`src/rtl/bsg_link_isdr_rx_buffer_if.sv`:
```
// Link-side and core-side signals of the SDR receive buffer.
// The link side carries captured {valid, data} words from the PHY.
// The core side carries the valid/yumi handshake plus token and overflow status.
interface bsg_link_isdr_rx_buffer_if #(
    parameter int width_p = 16
);
    logic               link_v_i;
    logic [width_p-1:0] link_data_i;
    logic               v_o;
    logic [width_p-1:0] data_o;
    logic               yumi_i;
    logic               token_o;
    logic               overflow_o;

    // Driver side: the PHY capture flops, the core and the link layer.
    modport master (
        output link_v_i, link_data_i, yumi_i,
        input  v_o, data_o, token_o, overflow_o
    );

    // Buffer side.
    modport slave (
        input  link_v_i, link_data_i, yumi_i,
        output v_o, data_o, token_o, overflow_o
    );
endinterface

```
`src/rtl/bsg_link_isdr_rx_buffer.sv`:
```
// Receive buffer behind the input SDR capture PHY, clocked by the capture clock.
// Captured words are queued in a circular FIFO and handed to the core over valid/yumi.
// token_o toggles once per 2^lg_credit_to_token_decimation_p consumed words so the
// upstream transmitter gets its credits back. A word that arrives while the FIFO is
// full is dropped, and the drop sets the sticky overflow_o flag.
module bsg_link_isdr_rx_buffer #(
    parameter int width_p                         = 16,
    parameter int lg_fifo_depth_p                 = 3,
    parameter int lg_credit_to_token_decimation_p = 0
) (
    input  logic                        clk_i,
    input  logic                        reset_i,
    bsg_link_isdr_rx_buffer_if.slave    link
);
    localparam int depth_lp = 1 << lg_fifo_depth_p;
    localparam int ptr_w_lp = lg_fifo_depth_p + 1;

    if (lg_credit_to_token_decimation_p > lg_fifo_depth_p) begin : g_bad_decimation
        $error("lg_credit_to_token_decimation_p must not exceed lg_fifo_depth_p");
    end

    logic [width_p-1:0]  mem_r [depth_lp];
    logic [ptr_w_lp-1:0] rptr_r, wptr_r;
    logic                token_r, overflow_r;
    logic                empty, full, deq, enq, drop, token_wrap;

    // The extra pointer MSB tells full (MSBs differ) apart from empty (pointers equal).
    assign empty = (rptr_r == wptr_r);
    assign full  = ((rptr_r ^ wptr_r) == {1'b1, {lg_fifo_depth_p{1'b0}}});

    // A yumi_i on an empty FIFO is ignored. A full FIFO accepts a word only when the
    // head leaves in the same cycle.
    assign deq  = link.yumi_i & ~empty;
    assign enq  = link.link_v_i & (~full | link.yumi_i);
    assign drop = link.link_v_i & full & ~link.yumi_i;

    assign link.v_o        = ~empty;
    assign link.data_o     = mem_r[rptr_r[lg_fifo_depth_p-1:0]];
    assign link.token_o    = token_r;
    assign link.overflow_o = overflow_r;

    // Write the accepted word into the slot at the write pointer.
    // NOTE: storage has no reset. Clearing the pointers makes every entry unreachable,
    // and leaving the array unreset lets synthesis map it onto plain RAM or flops.
    always_ff @(posedge clk_i) begin
        if (!reset_i && enq) begin
            mem_r[wptr_r[lg_fifo_depth_p-1:0]] <= link.link_data_i;
        end
    end

    // Advance the pointers, set the sticky overflow flag, and toggle the token on each
    // counter wrap.
    // NOTE: all state here updates with non-blocking assignments, so every term on the
    // right-hand side sees its value from before the edge.
    always_ff @(posedge clk_i) begin
        if (reset_i) begin
            rptr_r     <= '0;
            wptr_r     <= '0;
            token_r    <= 1'b0;
            overflow_r <= 1'b0;
        end else begin
            if (enq)               wptr_r     <= wptr_r + ptr_w_lp'(1);
            if (deq)               rptr_r     <= rptr_r + ptr_w_lp'(1);
            if (drop)              overflow_r <= 1'b1;
            if (deq && token_wrap) token_r    <= ~token_r;
        end
    end

    if (lg_credit_to_token_decimation_p == 0) begin : g_no_decimation
        assign token_wrap = 1'b1;
    end else begin : g_decimation
        logic [lg_credit_to_token_decimation_p-1:0] cnt_r;

        // Count dequeues. The dequeue that finds the counter at all ones wraps it to 0.
        always_ff @(posedge clk_i) begin
            if (reset_i) begin
                cnt_r <= '0;
            end else if (deq) begin
                cnt_r <= cnt_r + lg_credit_to_token_decimation_p'(1);
            end
        end

        assign token_wrap = &cnt_r;
    end
endmodule

```
`src/flat_wrapper.sv`:
```
// flat-port wrapper written by rule: the top's interface ports become plain ports
module bsg_link_isdr_rx_buffer_flat 
#(
    parameter int width_p                         = 16,
    parameter int lg_fifo_depth_p                 = 3,
    parameter int lg_credit_to_token_decimation_p = 0
)
  (clk_i, reset_i, link_link_v_i, link_link_data_i, link_yumi_i, link_v_o, link_data_o, link_token_o, link_overflow_o);
  bsg_link_isdr_rx_buffer_if #(.width_p(width_p)) link_i ();
  input  logic clk_i;
  input  logic reset_i;
  input wire logic [$bits(link_i.link_v_i)-1:0] link_link_v_i;
  input wire logic [$bits(link_i.link_data_i)-1:0] link_link_data_i;
  input wire logic [$bits(link_i.yumi_i)-1:0] link_yumi_i;
  output wire logic [$bits(link_i.v_o)-1:0] link_v_o;
  output wire logic [$bits(link_i.data_o)-1:0] link_data_o;
  output wire logic [$bits(link_i.token_o)-1:0] link_token_o;
  output wire logic [$bits(link_i.overflow_o)-1:0] link_overflow_o;
  assign link_i.link_v_i = link_link_v_i;
  assign link_i.link_data_i = link_link_data_i;
  assign link_i.yumi_i = link_yumi_i;
  assign link_v_o = link_i.v_o;
  assign link_data_o = link_i.data_o;
  assign link_token_o = link_i.token_o;
  assign link_overflow_o = link_i.overflow_o;
  bsg_link_isdr_rx_buffer #(.width_p(width_p), .lg_fifo_depth_p(lg_fifo_depth_p), .lg_credit_to_token_decimation_p(lg_credit_to_token_decimation_p)) u_core (.clk_i(clk_i), .reset_i(reset_i), .link(link_i));
endmodule
```
`config.mk`:
```
export PLATFORM = sky130hd
export DESIGN_NAME = bsg_link_isdr_rx_buffer_flat
export DESIGN_NICKNAME = d
export VERILOG_FILES = /design/src/rtl/bsg_link_isdr_rx_buffer_if.sv /design/src/rtl/bsg_link_isdr_rx_buffer.sv /design/src/flat_wrapper.sv
export SDC_FILE = /design/constraint.sdc
export NUM_CORES = 1
export LEC_CHECK = 0
export CAP_MARGIN = 15
export CORE_UTILIZATION = 40
export DETAILED_ROUTE_END_ITERATION = 6
export PLACE_DENSITY = 0.65
export SLEW_MARGIN = 15
export SYNTH_ARGS = -nofsm -noshare
export SYNTH_HDL_FRONTEND = slang
export SYNTH_SLANG_ARGS = --single-unit
export TNS_END_PERCENT = 30
```
`constraint.sdc`:
```
create_clock -name clk_i -period 4.25 [get_ports clk_i]
set_clock_uncertainty 0.15 [all_clocks]
set_input_delay 1.0625 -clock clk_i [delete_from_list [all_inputs] [get_ports clk_i]]
set_output_delay 1.0625 -clock clk_i [all_outputs]
set_load 0.02 [all_outputs]
```
==> flow_metrics.tcl <==
set metrics [dict create \
    outcome "finished, final reports clean" \
    peakVddDrop_v 0.000291 \
    p_int_mw 2.80 \
    r2r_cells 5 \
    synth_seq_cells 141 \
    syn_to_final_growth_pct 21.7 \
    synth_top_family_by_area "multiplexers" \
    rsz0062_at_grt "no" \
    final.fill_count 1103 \
    final_cell_mix "edfxtp_1 (128), clkdlybuf4s50_1 (38), mux4_2 (32)" \
    critPathMaxStageDelay_ns 0.54 \
    seq_area_frac_synth_pct 74.1 \
    final_util_pct 50.5 \
    antennaDiodeCount 0 \
    layout-drive-gt1-share_pct 27.1 \
    hold_buffers 0 \
    fmax_ghz 0.276 \
    worst_pin_slew_ns 0.638 \
    cts_sinks 141 \
    io_pins 39 \
    p_switching_mw 0.986 \
    antenna_found_initial 0 \
    core-area_um2 13300 \
    initial_core_util_pct 41.5 \
    die_w_um 120 \
    synth_compound_area_share_pct 1.92 \
    wl_per_cell_um 19.3 \
    synth_xor_area_share_pct 1.42 \
    clkTransAtPathRegs_ns 0.06 \
    grt_pass1_vias 2840 \
    syn_nets 296 \
    design_area_um2 6740 \
    cts_buffers 17 \
    path_cells "buf_12, mux4_2, mux2_2, clkdlybuf4s50_1" \
    fin_tns_setup_ns 0 \
    synthArstFlopShare_pct 0 \
    die_y_um 120 \
    ff2ff_setup_slack_ns 1.94 \
    hold_ws_ns 0.343 \
    cts_tree "yes" \
    cp-end-kind "output pin" \
    ctsResizeCount 0 \
    hpwl_um 5720 \
    clk_path_buf_depth 2 \
    multi_input_area_um2 1340 \
    worstHoldPathCells 2 \
    cts.htree.levels 4 \
    final_net_count 353 \
    finalMaxSlewViolations 0 \
    power.leakage_nw 2.16 \
    start_kind "flip-flop" \
    fin_crit_ns 3.63 \
    hp-class "reg -> reg" \
    crit_path_top_delay_cell "mux4_2" \
    grt_start_max_net_pins 33 \
    crit_type "reg -> out" \
    worst-path-max-fanout 32 \
    first_iter_violations 204 \
    post-cts-setup-buffer-count 0 \
    slew_headroom_pct 57.3 \
    cap_violations 0 \
    syn_area_per_cell_um2 20.2 \
    comb_power_share_pct 21.9 \
    synth-simple-area-share_pct 3.59 \
    grt_pass1_wl_um 15800 \
    placed_area_um2 6200 \
    grt_usage_pct 15.7 \
    clockPowerShare_pct 35.1 \
    postRouteAntennaNets 0 \
    finalPower_mw 3.79 \
    cp.arrival_ns 2.41 \
    cp.required_ns 3.04 \
    seq_area_um2 4110 \
    die_area_um2 14300 \
    grt-ovfl-total 0 \
    clock-root-buffer "clkbuf_16" \
    yosysWarnings 0 \
    power_density_nw_per_um2 563 \
    wirelength_um 10000 \
    synth-edff-count 128 \
    dr.pass1.iters 4 \
    p_sw_share_pct 26.0 \
    mostFrequentLayoutCell "edfxtp_1" \
    insertion_delay_ns 0.42 \
    synth_flop_cell "edfxtp_1" \
    hold_violations 0 \
    syn-cell-area_um2 5540 \
    muxShareOfSynthArea_pct 16.7 \
    io_buffers 38 \
    period_share_pct 85.3 \
    synthAdderAreaFrac_pct 0.452 \
    gp_routability_congestion 0.707 \
    synth.distinct_cells 37 \
    vias 2716 \
    drcViolationCount 0 \
    synthCells 274 \
    final-setup-viol-count 0 \
    rows 42 \
    seqPwrFrac_pct 43.0 \
    viasPerCell 5.23 \
]
==> routing by layer <==
layer / up-vias / part of all wire (%) / global-route usage (%)
li1: 1232 / - / -
met1: 1409 / 43 / 18.8
met2: 61 / 51 / 25.7
met3: 14 / 5.3 / 5.99
met4: 0 / 1.4 / 6.33
met5: - / 0 / 0
==> cells in the mapped netlist, types with 2 or more instances <==
cell / number / area (µm²)
a21oi_1: 2 / 10.0
a31oi_1: 2 / 12.5
and4_1: 2 / 17.5
buf_1: 4 / 15.0
buf_2: 2 / 10.0
buf_6: 3 / 33.8
clkbuf_1: 3 / 11.3
dfxtp_1: 13 / 260
edfxtp_1: 128 / 3840
ha_1: 2 / 25.0
inv_1: 6 / 22.5
mux2_2: 16 / 180
mux4_2: 32 / 721
nand2_1: 5 / 18.8
nand3_1: 6 / 30.0
nand4_1: 3 / 18.8
nor2_1: 13 / 48.8
nor2b_1: 2 / 12.5
nor3_1: 2 / 10.0
o21ai_1: 3 / 15.0
or3_1: 2 / 12.5
xnor2_1: 4 / 35.0
xor2_1: 5 / 43.8
==> layout make-up <==
cell class,count,area share (%)
tap,176,3.27
clock inverter,13,1.50
sequential,141,61.0
timing repair buffer,51,7.65
inverter,6,0.334
clock buffer,18,6.37
multi-input combinational,114,19.9
==> worst max-delay path, delay by kind of cell, from the launching register on <==
kind                   cells  cell delay, ns
muxes                      2            0.83
buffers and inverters      2            0.80
DFF                        1            0.33
==> final timing paths <==
check	to	start
max	link_data_o[15]	flip-flop
max reg2reg	u_core.mem_r[6][13]	u_core.wptr_r[0]
min reg2reg	u_core.link.overflow_o	u_core.link.overflow_o
min	u_core.link.overflow_o	u_core.link.overflow_o
==> cell families after synthesis <==
logic type / after synthesis
xor+xnor: 9
compound gates: 15
simple gates: 38
buf+inv: 19
mux: 50
flops: 141
fa+ha+maj: 2
==> registers in the layout, summed over array words and instances (netlist names), named ones only <==
signal,count
u_core.link.overflow_o,1
u_core.rptr_r,4
u_core.link.token_o,1
u_core.wptr_r,4
u_core.mem_r,128
==> power groups by stage <==
stage	logic, mW	registers [mW]	clock network (mW)
floorplan	0.591	1.64	0
global placement	0.834	1.65	0
detailed placement	0.842	1.66	0
CTS	0.846	1.63	1.36
global route	0.898	1.64	1.42
finish	0.830	1.63	1.33
==> metrics by stage <==
step	worst slack, ns	cells
after CTS	0.586	519
after global routing	0.511	519
after floorplan	1.11	274
final	0.624	519
after global placement	1.04	488
after detailed placement	1.04	488
No activity file was read; power rests on OpenSTA's default activity.
==> RTL change 1: new RTL, same settings <==
`lg_credit_to_token_decimation_p` is set to 0 in 2 places; all go to 1.
--- a/src/rtl/bsg_link_isdr_rx_buffer.sv
+++ b/src/rtl/bsg_link_isdr_rx_buffer.sv
@@ -7,5 +7,5 @@
     parameter int width_p                         = 16,
     parameter int lg_fifo_depth_p                 = 3,
-    parameter int lg_credit_to_token_decimation_p = 0
+    parameter int lg_credit_to_token_decimation_p = 1
 ) (
     input  logic                        clk_i,
--- a/src/flat_wrapper.sv
+++ b/src/flat_wrapper.sv
@@ -4,5 +4,5 @@
     parameter int width_p                         = 16,
     parameter int lg_fifo_depth_p                 = 3,
-    parameter int lg_credit_to_token_decimation_p = 0
+    parameter int lg_credit_to_token_decimation_p = 1
 )
   (clk_i, reset_i, link_link_v_i, link_link_data_i, link_yumi_i, link_v_o, link_data_o, link_token_o, link_overflow_o);
Behaviour: not the same (a bounded check fails within 4 cycles, from zero or initial values and one cycle with reset_i high).
==> RTL change 1 against the unedited design <==
Cell count increased by 1.5%. Power increased by 3.3%. Global-route usage about the same. Via count increased by 1.1%. Design area increased by 1.2%. Sequential share of layout area decreased by 0.44 points. Die area increased by 0.91%. Wire length increased by 0.49%. Worst setup slack improved by 0.047 ns. Sequential cell count increased by 1. Synthesized area increased by 0.93%. Core utilization increased by 0.22 points. Critical path type unchanged. Largest power group unchanged.
==> RTL change 1: results (changes against the unedited design) <==
number of vias after detailed routing=2746 (+1.1%); Slowest cell on crit path=clkdlybuf4s50_1; portion of the layout cell area used by non-clock buffers=7.524% (-0.13 points); outcome=completed; Final clock-cell share=8.277% (+0.40 points); data arrival at the endpoint of the critical path=2.37 ns (-0.04 ns); Filler Cell Count=1126 (+2.1%); ratio of routed vias to standard cells=5.211 (-0.43%); Routed WL per cell=19.12 microns (-1.0%); share of post-route cells with drive strength above 1=26.21% (-0.90 points); transition time of the tightest slew-check pin=0.5604 ns (-0.07732 ns); leading cell types by total area after synthesis=edfxtp_1, mux4_2, dfxtp_1, mux2_2, nor2_1; global-route wire length before repair=16040 microns (+1.4%); number of ordinary inverters in the final layout=7 (+1); Multi-input comb cells=117 (+2.6%); number of placed instances with taps included=496 (+1.6%); clock tree buffer count of the final layout=23 (+5); cell area after layout=6818 sq um (+1.2%); portion of the post-synthesis area used by sequential elements=73.82% (-0.32 points); post-synthesis net count=301 (+1.7%); average footprint of a synthesized cell=20.02 sq um (-0.88%); number of sinks driven by the clock tree=142 (+0.71%); area post-placement=6254 sq um (+0.79%); count of plain and timing-repair buffers=54 (+5.9%); worst supply voltage drop on vdd=289.0 uV (-0.64%); static leakage=2.190 nW (+1.5%); DRC marker count from the first detailed-route iteration=207 (+1.5%); GR Util All Layers=15.70% (-0.028 points)
-- RTL change 1: cell types whose count changed in the layout (fill, tap and decap cells not counted), moves of 2 or more --
| cell | before | now |
|---|---|---|
| clkinv_2 | 6 | 2 |
| buf_12 | 3 | 1 |
| bufinv_16 | 1 | 3 |
| clkbuf_1 | 1 | 6 |
| buf_4 | 10 | 15 |
-- RTL change 1: worst paths after layout --
kind                                                        from                          endpoint  slack (ns)
worst min register to register  u_core.link.token_o$_SDFFE_PP0P_  u_core.link.token_o$_SDFFE_PP0P_        0.34
worst max register to register     u_core.wptr_r[0]$_SDFFE_PP0P_      u_core.mem_r[1][3]$_DFFE_PP_        2.11
worst max-delay path                                        flop                   link_data_o[15]        0.67
worst min-delay path            u_core.link.token_o$_SDFFE_PP0P_  u_core.link.token_o$_SDFFE_PP0P_        0.34
-- RTL change 1: layer usage --
layer | track usage, % | routed length (microns) | vias to the layer above
li1 | - | - | 1257
met5 | 0 | 0 | -
met4 | 7.500 | 206 | 0
met1 | 20.30 | 4505 | 1414
met2 | 24.10 | 4978 | 59
met3 | 4.953 | 384 | 16
-- RTL change 1: kinds of logic after synthesis --
kind of cell	count (synthesis)	synth area share, %
AND/OR/NAND/NOR	39	3.673
adder cells (fa/ha/maj)	2	0.4479
XOR/XNOR	9	1.411
flip-flops	142	73.82
buffers and inverters	20	1.859
multiplexers	50	16.51
AO/OA/AOI/OAI	17	2.284
-- RTL change 1: power by group through the flow --
stage,combinational [mW],sequential [mW],clock (mW)
final,0.852,1.64,1.42
after global routing,0.926,1.65,1.51
after CTS,0.870,1.64,1.45
after detailed placement,0.866,1.67,0
after global placement,0.852,1.67,0
after floorplan,0.607,1.65,0
==> RTL change 2: new RTL, same flow settings <==
Made on the original files. Make the reset (`reset_i`) asynchronous in 2 clocked blocks.
--- a/src/rtl/bsg_link_isdr_rx_buffer.sv
+++ b/src/rtl/bsg_link_isdr_rx_buffer.sv
@@ -53,5 +53,5 @@
     // NOTE: all state here updates with non-blocking assignments, so every term on the
     // right-hand side sees its value from before the edge.
-    always_ff @(posedge clk_i) begin
+    always_ff @(posedge clk_i or posedge reset_i) begin
         if (reset_i) begin
             rptr_r     <= '0;
@@ -73,5 +73,5 @@
 
         // Count dequeues. The dequeue that finds the counter at all ones wraps it to 0.
-        always_ff @(posedge clk_i) begin
+        always_ff @(posedge clk_i or posedge reset_i) begin
             if (reset_i) begin
                 cnt_r <= '0;
Check against the original RTL: differs if reset_i is asserted again (counterexample within 4 cycles, from zero or initial values and one cycle with reset_i high); with reset_i held inactive, the same outputs for 10 cycles.
==> RTL change 2 against the unedited design <==
Register-to-register slack got worse by 0.24 ns. Power increased by 23%. Design area increased by 1.3%. Count of clock-buffer cells in the layout unchanged. Synthesized area unchanged. Sequential cell count decreased by 3. Non-clock buffer count increased by 3. Critical path depth increased by 1. Wire length increased by 0.23%. Core utilization increased by 0.65 points. Highest routed layer unchanged. Worst setup slack got worse by 0.18 ns. Sequential share of layout area decreased by 0.94 points.
==> RTL change 2: results (changes against the unedited design) <==
outcome=completed; complex-gate fraction of the synthesized area=1.153% (-0.77 points); number of hold violations in the final report=0 (unchanged); Hold Path Depth=1 (-1); Hold Startpoint=u_core.link.overflow_o$_DFFE_PP0P_; Met1 Wirelength=4533 microns (+6.2%); maximum number of pins on one net before global-route repair=37 (+12%); power consumed by the clock network=1.47 mW (+11%); via count of the first global-routing pass=2725 (-4.0%); Slowest cell on crit path=dfrtp_1; average footprint of a synthesized cell=22.69 sq um (+12%); number of vias after detailed routing=2551 (-6.1%); P_int=3.322 mW (+18%); share of post-route cells with drive strength above 1=23.34% (-3.8 points); transition time of the tightest slew-check pin=0.5339 ns (-0.1038 ns); Filler Cell Count=1074 (-2.6%); cell type group with the largest total delay on the critical path=buffers and inverters; portion of the post-synthesis area used by sequential elements=73.96% (-0.18 points); GR Util All Layers=15.23% (-0.50 points); register-to-register path setup slack=1.70 ns (-0.24 ns); delay of the slowest cell on the worst path=0.68 ns (+0.14 ns); hold path endpoint=u_core.link.overflow_o$_DFFE_PP0P_; cts bufs inserted=17 (unchanged); multiplexer share of the synthesized area=18.85% (+2.2 points); data arrival at the endpoint of the critical path=2.59 ns (+0.18 ns); number of distinct library cells after synthesis=27 (-27%); number of placed instances with taps included=461 (-5.5%); final HPWL from detailed placement=5926 microns (+3.6%); static leakage=2.309 nW (+7.0%); worst-case setup slack after placement=0.8116 ns (-0.2325 ns); Routed WL per cell=20.38 microns (+5.5%); ratio of routed vias to standard cells=5.174 (-1.1%); DRC marker count from the first detailed-route iteration=130 (-36%); worst-path maximum fanout=25 (-22%); detailed route wirelength on metal2=4884 microns (-3.9%); post-synthesis net count=266 (-10%); pwr dens=683.9 nW/um^2 (+22%); met1 routing resource usage after global routing=19.91% (+1.2 points); global-route met2 utilization=23.92% (-1.8 points); hold slack final=0.3161 ns (-0.02706 ns); post-synthesis async set-or-reset flop share=7.246% (+7.2 points); area post-placement=6218 sq um (+0.22%); leading cell types by total area after synthesis=edfxtp_1, mux4_1, dfrtp_1, mux2_2, xnor2_1; met3 routed wirelength=476 microns (-11%); Worst R2R End=u_core.mem_r[6][10]$_DFFE_PP_; input/output buffers=38 (unchanged); portion of total power attributed to combinational logic=31.0% (+9.1 points); routability-driven placement congestion ratio=0.7442 (+5.3%); clock insertion delay at the later pin of the skew report=0.41 ns; global-route met3 utilization=4.610% (-1.4 points); worst setup path end=link_v_o; commonest cells in the netlist=edfxtp_1, mux4_1, mux2_2; global-route wire length before repair=15500 microns (-2.0%); net count reported at finish=326 (-7.6%); clock-pin slew reported for the worst setup and hold paths after clock tree synthesis=0.06 ns (about the same); crit share post-route=89.48% (+4.2 points); worst supply voltage drop on vdd=312.8 uV (+7.5%); R2R cell count=6 (+1); share of the synthesized netlist area taken by xor and xnor gates=1.582% (+0.16 points)
RTL change 2: cell count changes after synthesis, sizes merged, moves of 3 or more:
cell / before / now
xor2: 5 / 1
dfrtp: 0 / 10
nor3: 3 / 0
nor4: 0 / 4
nor2: 13 / 5
clkbuf: 3 / 6
nand3: 6 / 1
buf: 10 / 7
xnor2: 4 / 9
o211ai: 0 / 4
dfxtp: 13 / 0
inv: 6 / 2
RTL change 2: worst reg2reg max path, cell delays in order, from the launching register on:
cell,delay [ns]
dfrtp_1,0.68
buf_12,0.26
xnor2_1,0.11
nand3_2,0.19
o211ai_1,0.18
nor2_1,0.39
buf_4,0.28
RTL change 2: area by class of cell:
type	count	area [sq um]	area share [%]
multi-input combinational	91	1371	20.10
sequential	138	4094	60.01
clock inverter	14	173.9	2.550
timing repair buffer	54	525.5	7.704
clock buffer	18	429.2	6.291
tap	176	220.2	3.228
inverter	2	7.507	0.1101
